`src/rtl/matrix_multiplier_sweep.sv`:
```
// matrix_multiplier_sweep
// Complex fixed-point product Hq = H x S_q, swept over codebook indices
// q_first..q_last against one stored H. Results are rounded half-up to
// Q fractional bits and saturated to N bits.
// Ports:
//   i_clk, i_rst                  clock; asynchronous active-high reset
//   i_start, i_keep_h             sweep request (sampled in IDLE); reuse stored H if valid
//   i_q_first, i_q_last           codebook index range, latched with i_start
//   i_h_in_valid/_r/_i, o_h_in_ready   H element stream, row-major, column index fastest
//   o_cb_addr, i_cb_r, i_cb_i     synchronous codebook ROM, address {q,k,j}, data 1 cycle later
//   o_hq_out_valid/_r/_i/_q/_last, i_hq_out_ready   result stream
//   o_busy, o_done                not idle; one-cycle completion pulse
module matrix_multiplier_sweep #(
  parameter int Q         = 8,
  parameter int N         = 16,
  parameter int ACC_WIDTH = 40,
  parameter int ROWS      = 4,
  parameter int INNER     = 4,
  parameter int COLS      = 2,
  parameter int Q_WIDTH   = 4
) (
  input  logic                                             i_clk,
  input  logic                                             i_rst,
  input  logic                                             i_start,
  input  logic                                             i_keep_h,
  input  logic [Q_WIDTH-1:0]                               i_q_first,
  input  logic [Q_WIDTH-1:0]                               i_q_last,
  input  logic                                             i_h_in_valid,
  output logic                                             o_h_in_ready,
  input  logic signed [N-1:0]                              i_h_in_r,
  input  logic signed [N-1:0]                              i_h_in_i,
  output logic [Q_WIDTH+$clog2(INNER)+$clog2(COLS)-1:0]    o_cb_addr,
  input  logic signed [N-1:0]                              i_cb_r,
  input  logic signed [N-1:0]                              i_cb_i,
  output logic                                             o_hq_out_valid,
  input  logic                                             i_hq_out_ready,
  output logic signed [N-1:0]                              o_hq_out_r,
  output logic signed [N-1:0]                              o_hq_out_i,
  output logic [Q_WIDTH-1:0]                               o_hq_out_q,
  output logic                                             o_hq_out_last,
  output logic                                             o_busy,
  output logic                                             o_done
);
  localparam int I_W  = $clog2(ROWS);
  localparam int K_W  = $clog2(INNER);
  localparam int J_W  = $clog2(COLS);
  localparam int HI_W = I_W + K_W;
  localparam int CA_W = Q_WIDTH + K_W + J_W;
  localparam logic [I_W-1:0]  L_I_LAST    = I_W'(ROWS - 1);
  localparam logic [K_W-1:0]  L_K_LAST    = K_W'(INNER - 1);
  localparam logic [J_W-1:0]  L_J_LAST    = J_W'(COLS - 1);
  localparam logic [HI_W-1:0] L_HIDX_LAST = HI_W'(ROWS * INNER - 1);
  localparam logic signed [ACC_WIDTH-1:0] L_RND = {{(ACC_WIDTH-1){1'b0}}, 1'b1} << (Q - 1);
  localparam logic signed [ACC_WIDTH-1:0] L_MAX = {{(ACC_WIDTH-N+1){1'b0}}, {(N-1){1'b1}}};
  localparam logic signed [ACC_WIDTH-1:0] L_MIN = {{(ACC_WIDTH-N+1){1'b1}}, {(N-1){1'b0}}};

  typedef enum logic [2:0] {
    S_IDLE  = 3'd0,
    S_LOAD  = 3'd1,
    S_FEED  = 3'd2,
    S_DRAIN = 3'd3,
    S_OUT   = 3'd4,
    S_DONE  = 3'd5
  } state_t;

  // Exact N x N signed product; operands widened so no bits are lost.
  function automatic logic signed [2*N-1:0] f_smul(input logic signed [N-1:0] a,
                                                   input logic signed [N-1:0] b);
    logic signed [2*N-1:0] ax;
    logic signed [2*N-1:0] bx;
    ax = {{N{a[N-1]}}, a};
    bx = {{N{b[N-1]}}, b};
    f_smul = ax * bx;
  endfunction

  function automatic logic signed [ACC_WIDTH-1:0] f_sext(input logic signed [2*N:0] v);
    f_sext = {{(ACC_WIDTH-2*N-1){v[2*N]}}, v};
  endfunction

  // Round half-up to Q fractional bits, then clamp to the N-bit range.
  function automatic logic signed [N-1:0] f_sat_round(input logic signed [ACC_WIDTH-1:0] acc);
    logic signed [ACC_WIDTH-1:0] sh;
    sh = (acc + L_RND) >>> Q;
    if (sh > L_MAX)      f_sat_round = L_MAX[N-1:0];
    else if (sh < L_MIN) f_sat_round = L_MIN[N-1:0];
    else                 f_sat_round = sh[N-1:0];
  endfunction

  state_t                        r_state, w_state_nxt;
  logic [Q_WIDTH-1:0]            r_q, r_q_last;
  logic [I_W-1:0]                r_i;
  logic [J_W-1:0]                r_j;
  logic [K_W-1:0]                r_k;
  logic [1:0]                    r_d;
  logic [HI_W-1:0]               r_hidx;
  logic                          r_h_loaded;
  logic [CA_W-1:0]               r_cb_addr;
  logic signed [N-1:0]           r_h_r [ROWS*INNER];
  logic signed [N-1:0]           r_h_i [ROWS*INNER];
  logic signed [N-1:0]           r_a_r, r_a_i;
  logic                          r_v1, r_f1, r_v2, r_f2;
  logic signed [ACC_WIDTH-1:0]   r_p_r, r_p_i, r_acc_r, r_acc_i;
  logic                          r_out_valid, r_out_last;
  logic signed [N-1:0]           r_out_r, r_out_i;
  logic [Q_WIDTH-1:0]            r_out_q;

  logic                          w_h_acc, w_h_last, w_k_last, w_d_last, w_elem_last, w_sweep_end;
  logic [CA_W-1:0]               w_cb_addr;
  logic signed [2*N-1:0]         w_m_rr, w_m_ii, w_m_ri, w_m_ir;
  logic signed [2*N:0]           w_p_r, w_p_i;

  assign w_h_acc     = (r_state == S_LOAD) && i_h_in_valid;
  assign w_h_last    = w_h_acc && (r_hidx == L_HIDX_LAST);
  assign w_k_last    = (r_k == L_K_LAST);
  assign w_d_last    = (r_d == 2'd2);
  assign w_elem_last = (r_i == L_I_LAST) && (r_j == L_J_LAST);
  assign w_sweep_end = w_elem_last && (r_q == r_q_last);
  assign w_cb_addr   = {r_q, r_k, r_j};

  assign w_m_rr = f_smul(r_a_r, i_cb_r);
  assign w_m_ii = f_smul(r_a_i, i_cb_i);
  assign w_m_ri = f_smul(r_a_r, i_cb_i);
  assign w_m_ir = f_smul(r_a_i, i_cb_r);
  assign w_p_r  = {w_m_rr[2*N-1], w_m_rr} - {w_m_ii[2*N-1], w_m_ii};
  assign w_p_i  = {w_m_ri[2*N-1], w_m_ri} + {w_m_ir[2*N-1], w_m_ir};

  // The address register only tracks FEED, so the port holds its last value elsewhere.
  assign o_cb_addr      = (r_state == S_FEED) ? w_cb_addr : r_cb_addr;
  assign o_h_in_ready   = (r_state == S_LOAD);
  assign o_busy         = (r_state != S_IDLE);
  assign o_done         = (r_state == S_DONE);
  assign o_hq_out_valid = r_out_valid;
  assign o_hq_out_r     = r_out_r;
  assign o_hq_out_i     = r_out_i;
  assign o_hq_out_q     = r_out_q;
  assign o_hq_out_last  = r_out_last;

  // State register.
  always_ff @(posedge i_clk or posedge i_rst) begin
    if (i_rst) r_state <= S_IDLE;
    else       r_state <= w_state_nxt;
  end

  // Next-state decode.
  always_comb begin
    w_state_nxt = r_state;
    case (r_state)
      S_IDLE: begin
        if (i_start) begin
          if (i_keep_h && r_h_loaded) w_state_nxt = S_FEED;
          else                        w_state_nxt = S_LOAD;
        end else begin
          w_state_nxt = S_IDLE;
        end
      end
      S_LOAD:  if (w_h_last) w_state_nxt = S_FEED;  else w_state_nxt = S_LOAD;
      S_FEED:  if (w_k_last) w_state_nxt = S_DRAIN; else w_state_nxt = S_FEED;
      S_DRAIN: if (w_d_last) w_state_nxt = S_OUT;   else w_state_nxt = S_DRAIN;
      S_OUT: begin
        if (i_hq_out_ready) begin
          if (w_sweep_end) w_state_nxt = S_DONE;
          else             w_state_nxt = S_FEED;
        end else begin
          w_state_nxt = S_OUT;
        end
      end
      S_DONE:  w_state_nxt = S_IDLE;
      default: w_state_nxt = S_IDLE;
    endcase
  end

  // Sweep counters, load index and the H-valid flag.
  always_ff @(posedge i_clk or posedge i_rst) begin
    if (i_rst) begin
      r_q        <= {Q_WIDTH{1'b0}};
      r_q_last   <= {Q_WIDTH{1'b0}};
      r_i        <= {I_W{1'b0}};
      r_j        <= {J_W{1'b0}};
      r_k        <= {K_W{1'b0}};
      r_d        <= 2'd0;
      r_hidx     <= {HI_W{1'b0}};
      r_h_loaded <= 1'b0;
      r_cb_addr  <= {CA_W{1'b0}};
    end else begin
      case (r_state)
        S_IDLE: begin
          if (i_start) begin
            r_q      <= i_q_first;
            // An inverted range collapses to the single index q_first.
            r_q_last <= (i_q_last < i_q_first) ? i_q_first : i_q_last;
            r_i      <= {I_W{1'b0}};
            r_j      <= {J_W{1'b0}};
            r_k      <= {K_W{1'b0}};
            r_d      <= 2'd0;
            r_hidx   <= {HI_W{1'b0}};
            if (!(i_keep_h && r_h_loaded)) r_h_loaded <= 1'b0;
          end
        end
        S_LOAD: begin
          if (w_h_acc) begin
            r_hidx <= r_hidx + 1'b1;
            if (w_h_last) r_h_loaded <= 1'b1;
          end
        end
        S_FEED: begin
          r_cb_addr <= w_cb_addr;
          r_k       <= w_k_last ? {K_W{1'b0}} : r_k + 1'b1;
        end
        S_DRAIN: r_d <= w_d_last ? 2'd0 : r_d + 2'd1;
        S_OUT: begin
          if (i_hq_out_ready) begin
            if (r_j == L_J_LAST) begin
              r_j <= {J_W{1'b0}};
              if (r_i == L_I_LAST) begin
                r_i <= {I_W{1'b0}};
                // Compare-terminated: q never wraps past its maximum.
                if (r_q != r_q_last) r_q <= r_q + 1'b1;
              end else begin
                r_i <= r_i + 1'b1;
              end
            end else begin
              r_j <= r_j + 1'b1;
            end
          end
        end
        S_DONE:  r_d <= 2'd0;
        default: r_d <= 2'd0;
      endcase
    end
  end

  // H storage; contents are meaningful only while r_h_loaded is set.
  always_ff @(posedge i_clk) begin
    if (w_h_acc) begin
      r_h_r[r_hidx] <= i_h_in_r;
      r_h_i[r_hidx] <= i_h_in_i;
    end
  end

  // MAC pipeline: H operand aligned with ROM data, product, accumulate.
  always_ff @(posedge i_clk or posedge i_rst) begin
    if (i_rst) begin
      r_a_r   <= {N{1'b0}};
      r_a_i   <= {N{1'b0}};
      r_v1    <= 1'b0;
      r_f1    <= 1'b0;
      r_v2    <= 1'b0;
      r_f2    <= 1'b0;
      r_p_r   <= {ACC_WIDTH{1'b0}};
      r_p_i   <= {ACC_WIDTH{1'b0}};
      r_acc_r <= {ACC_WIDTH{1'b0}};
      r_acc_i <= {ACC_WIDTH{1'b0}};
    end else begin
      r_a_r <= r_h_r[{r_i, r_k}];
      r_a_i <= r_h_i[{r_i, r_k}];
      r_v1  <= (r_state == S_FEED);
      r_f1  <= (r_k == {K_W{1'b0}});
      r_p_r <= f_sext(w_p_r);
      r_p_i <= f_sext(w_p_i);
      r_v2  <= r_v1;
      r_f2  <= r_f1;
      if (r_v2) begin
        // The first product of an element overwrites the previous sum.
        r_acc_r <= r_f2 ? r_p_r : r_acc_r + r_p_r;
        r_acc_i <= r_f2 ? r_p_i : r_acc_i + r_p_i;
      end
    end
  end

  // Result register: loaded on the last drain cycle, held until accepted.
  always_ff @(posedge i_clk or posedge i_rst) begin
    if (i_rst) begin
      r_out_valid <= 1'b0;
      r_out_r     <= {N{1'b0}};
      r_out_i     <= {N{1'b0}};
      r_out_q     <= {Q_WIDTH{1'b0}};
      r_out_last  <= 1'b0;
    end else if ((r_state == S_DRAIN) && w_d_last) begin
      r_out_valid <= 1'b1;
      r_out_r     <= f_sat_round(r_acc_r);
      r_out_i     <= f_sat_round(r_acc_i);
      r_out_q     <= r_q;
      r_out_last  <= w_elem_last;
    end else if ((r_state == S_OUT) && i_hq_out_ready) begin
      r_out_valid <= 1'b0;
    end
  end

endmodule
```
`config.mk`:
```
export PLATFORM = sky130hd
export DESIGN_NAME = matrix_multiplier_sweep
export DESIGN_NICKNAME = d
export VERILOG_FILES = /design/src/rtl/matrix_multiplier_sweep.sv
export SDC_FILE = /design/constraint.sdc
export NUM_CORES = 2
export LEC_CHECK = 0
export CELL_PAD_IN_SITES_DETAIL_PLACEMENT = 0
export CELL_PAD_IN_SITES_GLOBAL_PLACEMENT = 1
export CORE_ASPECT_RATIO = 1.2
export CORE_MARGIN = 1.5
export CORE_UTILIZATION = 57
export DETAILED_ROUTE_END_ITERATION = 16
export GPL_TIMING_DRIVEN = 0
export PLACE_DENSITY = 0.9
export SETUP_SLACK_MARGIN = 0.15
export SYNTH_ARGS = -nofsm -noshare
export SYNTH_HDL_FRONTEND = slang
export SYNTH_SLANG_ARGS = --single-unit
```
`constraint.sdc`:
```
create_clock -name i_clk -period 13.2 [get_ports i_clk]
set_input_delay 2.64 -clock i_clk [delete_from_list [all_inputs] [get_ports i_clk]]
set_output_delay 2.64 -clock i_clk [all_outputs]
set_load 0.01 [all_outputs]
```
==> results_tabular.tex <==
\begin{tabular}{lr}
\hline
Metric & Value \\
\hline
\multicolumn{2}{l}{\textbf{Outcome}} \\
Status & complete, but fails checks \\
Violations in the final reports & capacitance limit, slew limit \\
\multicolumn{2}{l}{\textbf{Synthesis}} \\
Average footprint of a synthesized cell & 11.23 um\^{}2 \\
Synth Net Count & 8243 \\
Yosys warnings & 0 \\
Portion of synthesized cell area occupied by the leading cell type & 31.78\% \\
Cell variety after synth & 85 \\
Number of enable-type register cells in the synthesized netlist & 512 \\
Post-Syn Area & roughly 74000 um\^{}2 \\
Combinational family with the most area after synthesis & adder cells \\
Area share of xor/xnor cells in the synthesized design & 2.367\% \\
Synthesized flop and latch total & 762 \\
Largest cells by area after synthesis & sky130\_fd\_sc\_hd\_\_fa\_1, sky130\_fd\_sc\_hd\_\_edfxtp\_1, sky130\_fd\_sc\_hd\_\_dfrtp\_1, sky130\_fd\_sc\_hd\_\_ha\_1, sky130\_fd\_sc\_hd\_\_inv\_1 \\
Area fraction in compound gates after synthesis & 5.302\% \\
Sequential share of the synthesized area & 29.23\% \\
Adder and majority gate portion of the synthesized area & about two fifths \\
Simple-gate share of the synthesized area & 10.89\% \\
Mapped Cells & 6589 \\
Leading area contributor after synthesis & sky130\_fd\_sc\_hd\_\_fa\_1 \\
Fraction of synthesized area in multiplexers & around 5.4\% \\
Asr flop ratio synth & 32.81\% \\
Prevailing post-synth register cell & sky130\_fd\_sc\_hd\_\_edfxtp\_1 \\
\multicolumn{2}{l}{\textbf{Clock network}} \\
TritonCTS Buffers & 78 \\
Maximum level of the CTS H-tree & 3 \\
Number of buffers between clock root and the deepest sink & 3 \\
Number of buffers inserted by post-CTS setup repair & 0 \\
TritonCTS clock tree & yes \\
Post-cts gate resize count & 0 \\
CTS hold repair buffers & 0 \\
Clk Tree Root Cell & sky130\_fd\_sc\_hd\_\_clkbuf\_16 \\
Latest clock arrival within the worst-skew pair & between 700 and 800 ps \\
Clock slew at reported path FFs & 60 ps \\
Sink Count & 762 \\
\multicolumn{2}{l}{\textbf{Global route}} \\
Initial antenna violation count & 41 \\
Largest net degree at the start of global routing & 88 \\
Overall track demand over capacity in global routing & 37.68\% \\
Total grt overflow & 0 \\
First-pass GRT wire length & 356.2 mm \\
Number of global-route vias before repair & between 50000 and 60000 \\
\multicolumn{2}{l}{\textbf{Setup path}} \\
Slowest Stage Delay on Critical Path & 950 ps \\
Standard cell with the maximum stage delay on the critical path & sky130\_fd\_sc\_hd\_\_clkdlybuf4s50\_1 \\
Critical Path Start Type & input pin \\
Category of the worst setup path capture point & flop \\
CP dominant cell by count & sky130\_fd\_sc\_hd\_\_fa\_1 \\
Worst reg-to-reg setup slack & around 2700 ps \\
Largest driver fanout on the critical path & 11 \\
CP Class & input pin to flop \\
CP Data Arrival Time & 13140 ps \\
Worst Path Required & $\sim$14000 ps \\
\multicolumn{2}{l}{\textbf{Final layout}} \\
Relative area change from synthesis to final layout & 9.241\% \\
Layout Nets & 8479 \\
Finished Cell Area & 80850 um\^{}2 \\
Commonest cells after routing, fill and taps aside & sky130\_fd\_sc\_hd\_\_inv\_1, sky130\_fd\_sc\_hd\_\_fa\_1, sky130\_fd\_sc\_hd\_\_nand2\_1 \\
Most frequent standard cell in the layout excluding fill and tap cells & sky130\_fd\_sc\_hd\_\_inv\_1 \\
Share of cells above drive strength 1 & 5.418\% \\
\multicolumn{2}{l}{\textbf{STA}} \\
Setup ws final & 510.0 ps \\
Measured slew at the worst slew-check pin & 1558 ps \\
Max-slew violation count & 22 \\
Worst max-slew margin expressed relative to the limit & -3.851\% \\
RSZ-0062 raised after global routing & no \\
\# setup viols final & 0 \\
Final cycle utilization of the critical path & 96.14\% \\
Achievable Freq & 78.80 MHz \\
Post-Route Setup TNS & 0 ps \\
Minimum period implied by the final worst setup slack & 12690 ps \\
Number of hold violations in the final report & 0 \\
Final Skew & 104.9 ps \\
\multicolumn{2}{l}{\textbf{Route}} \\
Final Routed Wirelength & between 200 and 250 mm \\
Remaining design rule violation count & 0 \\
Routed vias & 52390 \\
Via density per instance & 6.092 \\
Final ANT Viol Nets & 0 \\
Number of DRC violations after detailed-routing iteration 0 & 5047 \\
Length of the first detailed-routing pass in iterations & 6 \\
Wire per inst & 28.23 um \\
\multicolumn{2}{l}{\textbf{Place}} \\
Setup Slack @ Placement & around 60 ps \\
Final RePlAce weighted congestion & a little over 1 \\
Area after detailed placement & between 70000 and 80000 um\^{}2 \\
Number of buffers added on ports & 125 \\
DP Wirelength & between 150 and 200 mm \\
\multicolumn{2}{l}{\textbf{Floorplan}} \\
Number of placement rows & 144 \\
Initial cell density of the core & 57.53\% \\
Die area & 132000 um\^{}2 \\
Core region area & 128600 um\^{}2 \\
Top-Level Pins & roughly 130 \\
Die height & between 300 and 400 um \\
Die W & around 330 um \\
\multicolumn{2}{l}{\textbf{Flow run}} \\
Max capacitance violation total & 2 \\
\multicolumn{2}{l}{\textbf{Worst hold path}} \\
Type of the tightest min-delay check & flop to flop \\
\hline
\end{tabular}
-- path summary, 6_finish.rpt --
check | from | to | depth (start not counted)
worst max-delay path | i_cb_r[15] | r_p_i[32]$_DFF_PP0_ | 27
max in group asynchronous | i_rst | r_a_r[13]$_DFF_PP0_ | 4
worst min-delay path | r_f1$_DFF_PP0_ | r_f2$_DFF_PP0_ | 0
worst min register to register | r_f1$_DFF_PP0_ | r_f2$_DFF_PP0_ | 0
min in group asynchronous | i_rst | r_acc_i[33]$_DFFE_PP0P_ | 2
worst max register to register | r_a_r[8]$_DFF_PP0_ | r_p_i[32]$_DFF_PP0_ | 26
-- cells by family (layout without fill, tap and decap cells) --
group,after synthesis,count (layout)
buffers and inverters,1616,1912
muxes,200,200
and+or+nand+nor,1620,1620
xor gates and xnor gates,200,200
other,0,36
adders and majority gates,1576,1576
DFF,762,762
AOI/OAI and AO/OA,615,615
-- flip-flops by register name, indices dropped and copies added, names as in the netlist, 4 cells and up --
register and cells:
r_h_i 256, r_h_r 256, r_acc_i 40, r_acc_r 40
r_p_i 33, r_p_r 33, o_hq_out_i 16, o_hq_out_r 16
r_a_i 16, r_a_r 16, r_cb_addr 7, o_hq_out_q 4
r_hidx 4, r_q 4, r_q_last 4
-- critical path: cells and delay by family --
| kind | cells | cell delay, ps |
|---|---|---|
| compound gates | 8 | 2680 |
| fa+ha+maj | 9 | 4640 |
| simple gates | 1 | 210 |
| buf+inv | 8 | 2540 |
| xor+xnor | 1 | 400 |
-- stage by stage --
step                cells  utilization [%]  hold slack, ps
floorplan            6589                -           331.2
global placement     8393            60.14           338.2
detailed placement   8424            60.66           349.0
CTS                  8564            62.78           360.0
global route         8572            62.79           363.0
finish               8600            62.85           363.9
-- cell type report --
type / count / area [um^2]
flip-flops and latches: 762 / 21630
diodes: 36 / 90.09
fillers: 10040 / 47790
clock buffers: 99 / 2102
clock inverters: 41 / 626.9
multi-input cells: 4211 / 46430
repair buffers: 156 / 1772
well taps: 1679 / 2101
plain buffers: 300 / 1146
inverters: 1316 / 4947
-- synthesized netlist by cell type, types with 32 or more instances --
| master | number |
|---|---|
| sky130_fd_sc_hd__a21o_1 | 61 |
| sky130_fd_sc_hd__clkbuf_1 | 272 |
| sky130_fd_sc_hd__o21a_1 | 35 |
| sky130_fd_sc_hd__nor2_1 | 240 |
| sky130_fd_sc_hd__dfrtp_1 | 250 |
| sky130_fd_sc_hd__inv_1 | 1315 |
| sky130_fd_sc_hd__nand2b_1 | 43 |
| sky130_fd_sc_hd__a21oi_1 | 226 |
| sky130_fd_sc_hd__nand2_1 | 602 |
| sky130_fd_sc_hd__nor3_1 | 32 |
| sky130_fd_sc_hd__fa_1 | 1175 |
| sky130_fd_sc_hd__mux4_2 | 160 |
| sky130_fd_sc_hd__xnor2_1 | 127 |
| sky130_fd_sc_hd__ha_1 | 401 |
| sky130_fd_sc_hd__edfxtp_1 | 512 |
| sky130_fd_sc_hd__o21ai_0 | 90 |
| sky130_fd_sc_hd__and2_1 | 511 |
| sky130_fd_sc_hd__xor2_1 | 73 |
| sky130_fd_sc_hd__nand3_1 | 50 |
-- routing by layer --
| metal | part of all wire (%) | global-route usage [%] |
|---|---|---|
| met5 | 0.089 | 0 |
| met4 | 8.8 | 27.64 |
| met3 | 10 | 10.18 |
| met2 | 47 | 60.20 |
| met1 | 34 | 44.11 |
Power is not shown: default switching activity piles up to over one toggle a cycle in this logic, so the estimate is an artifact.
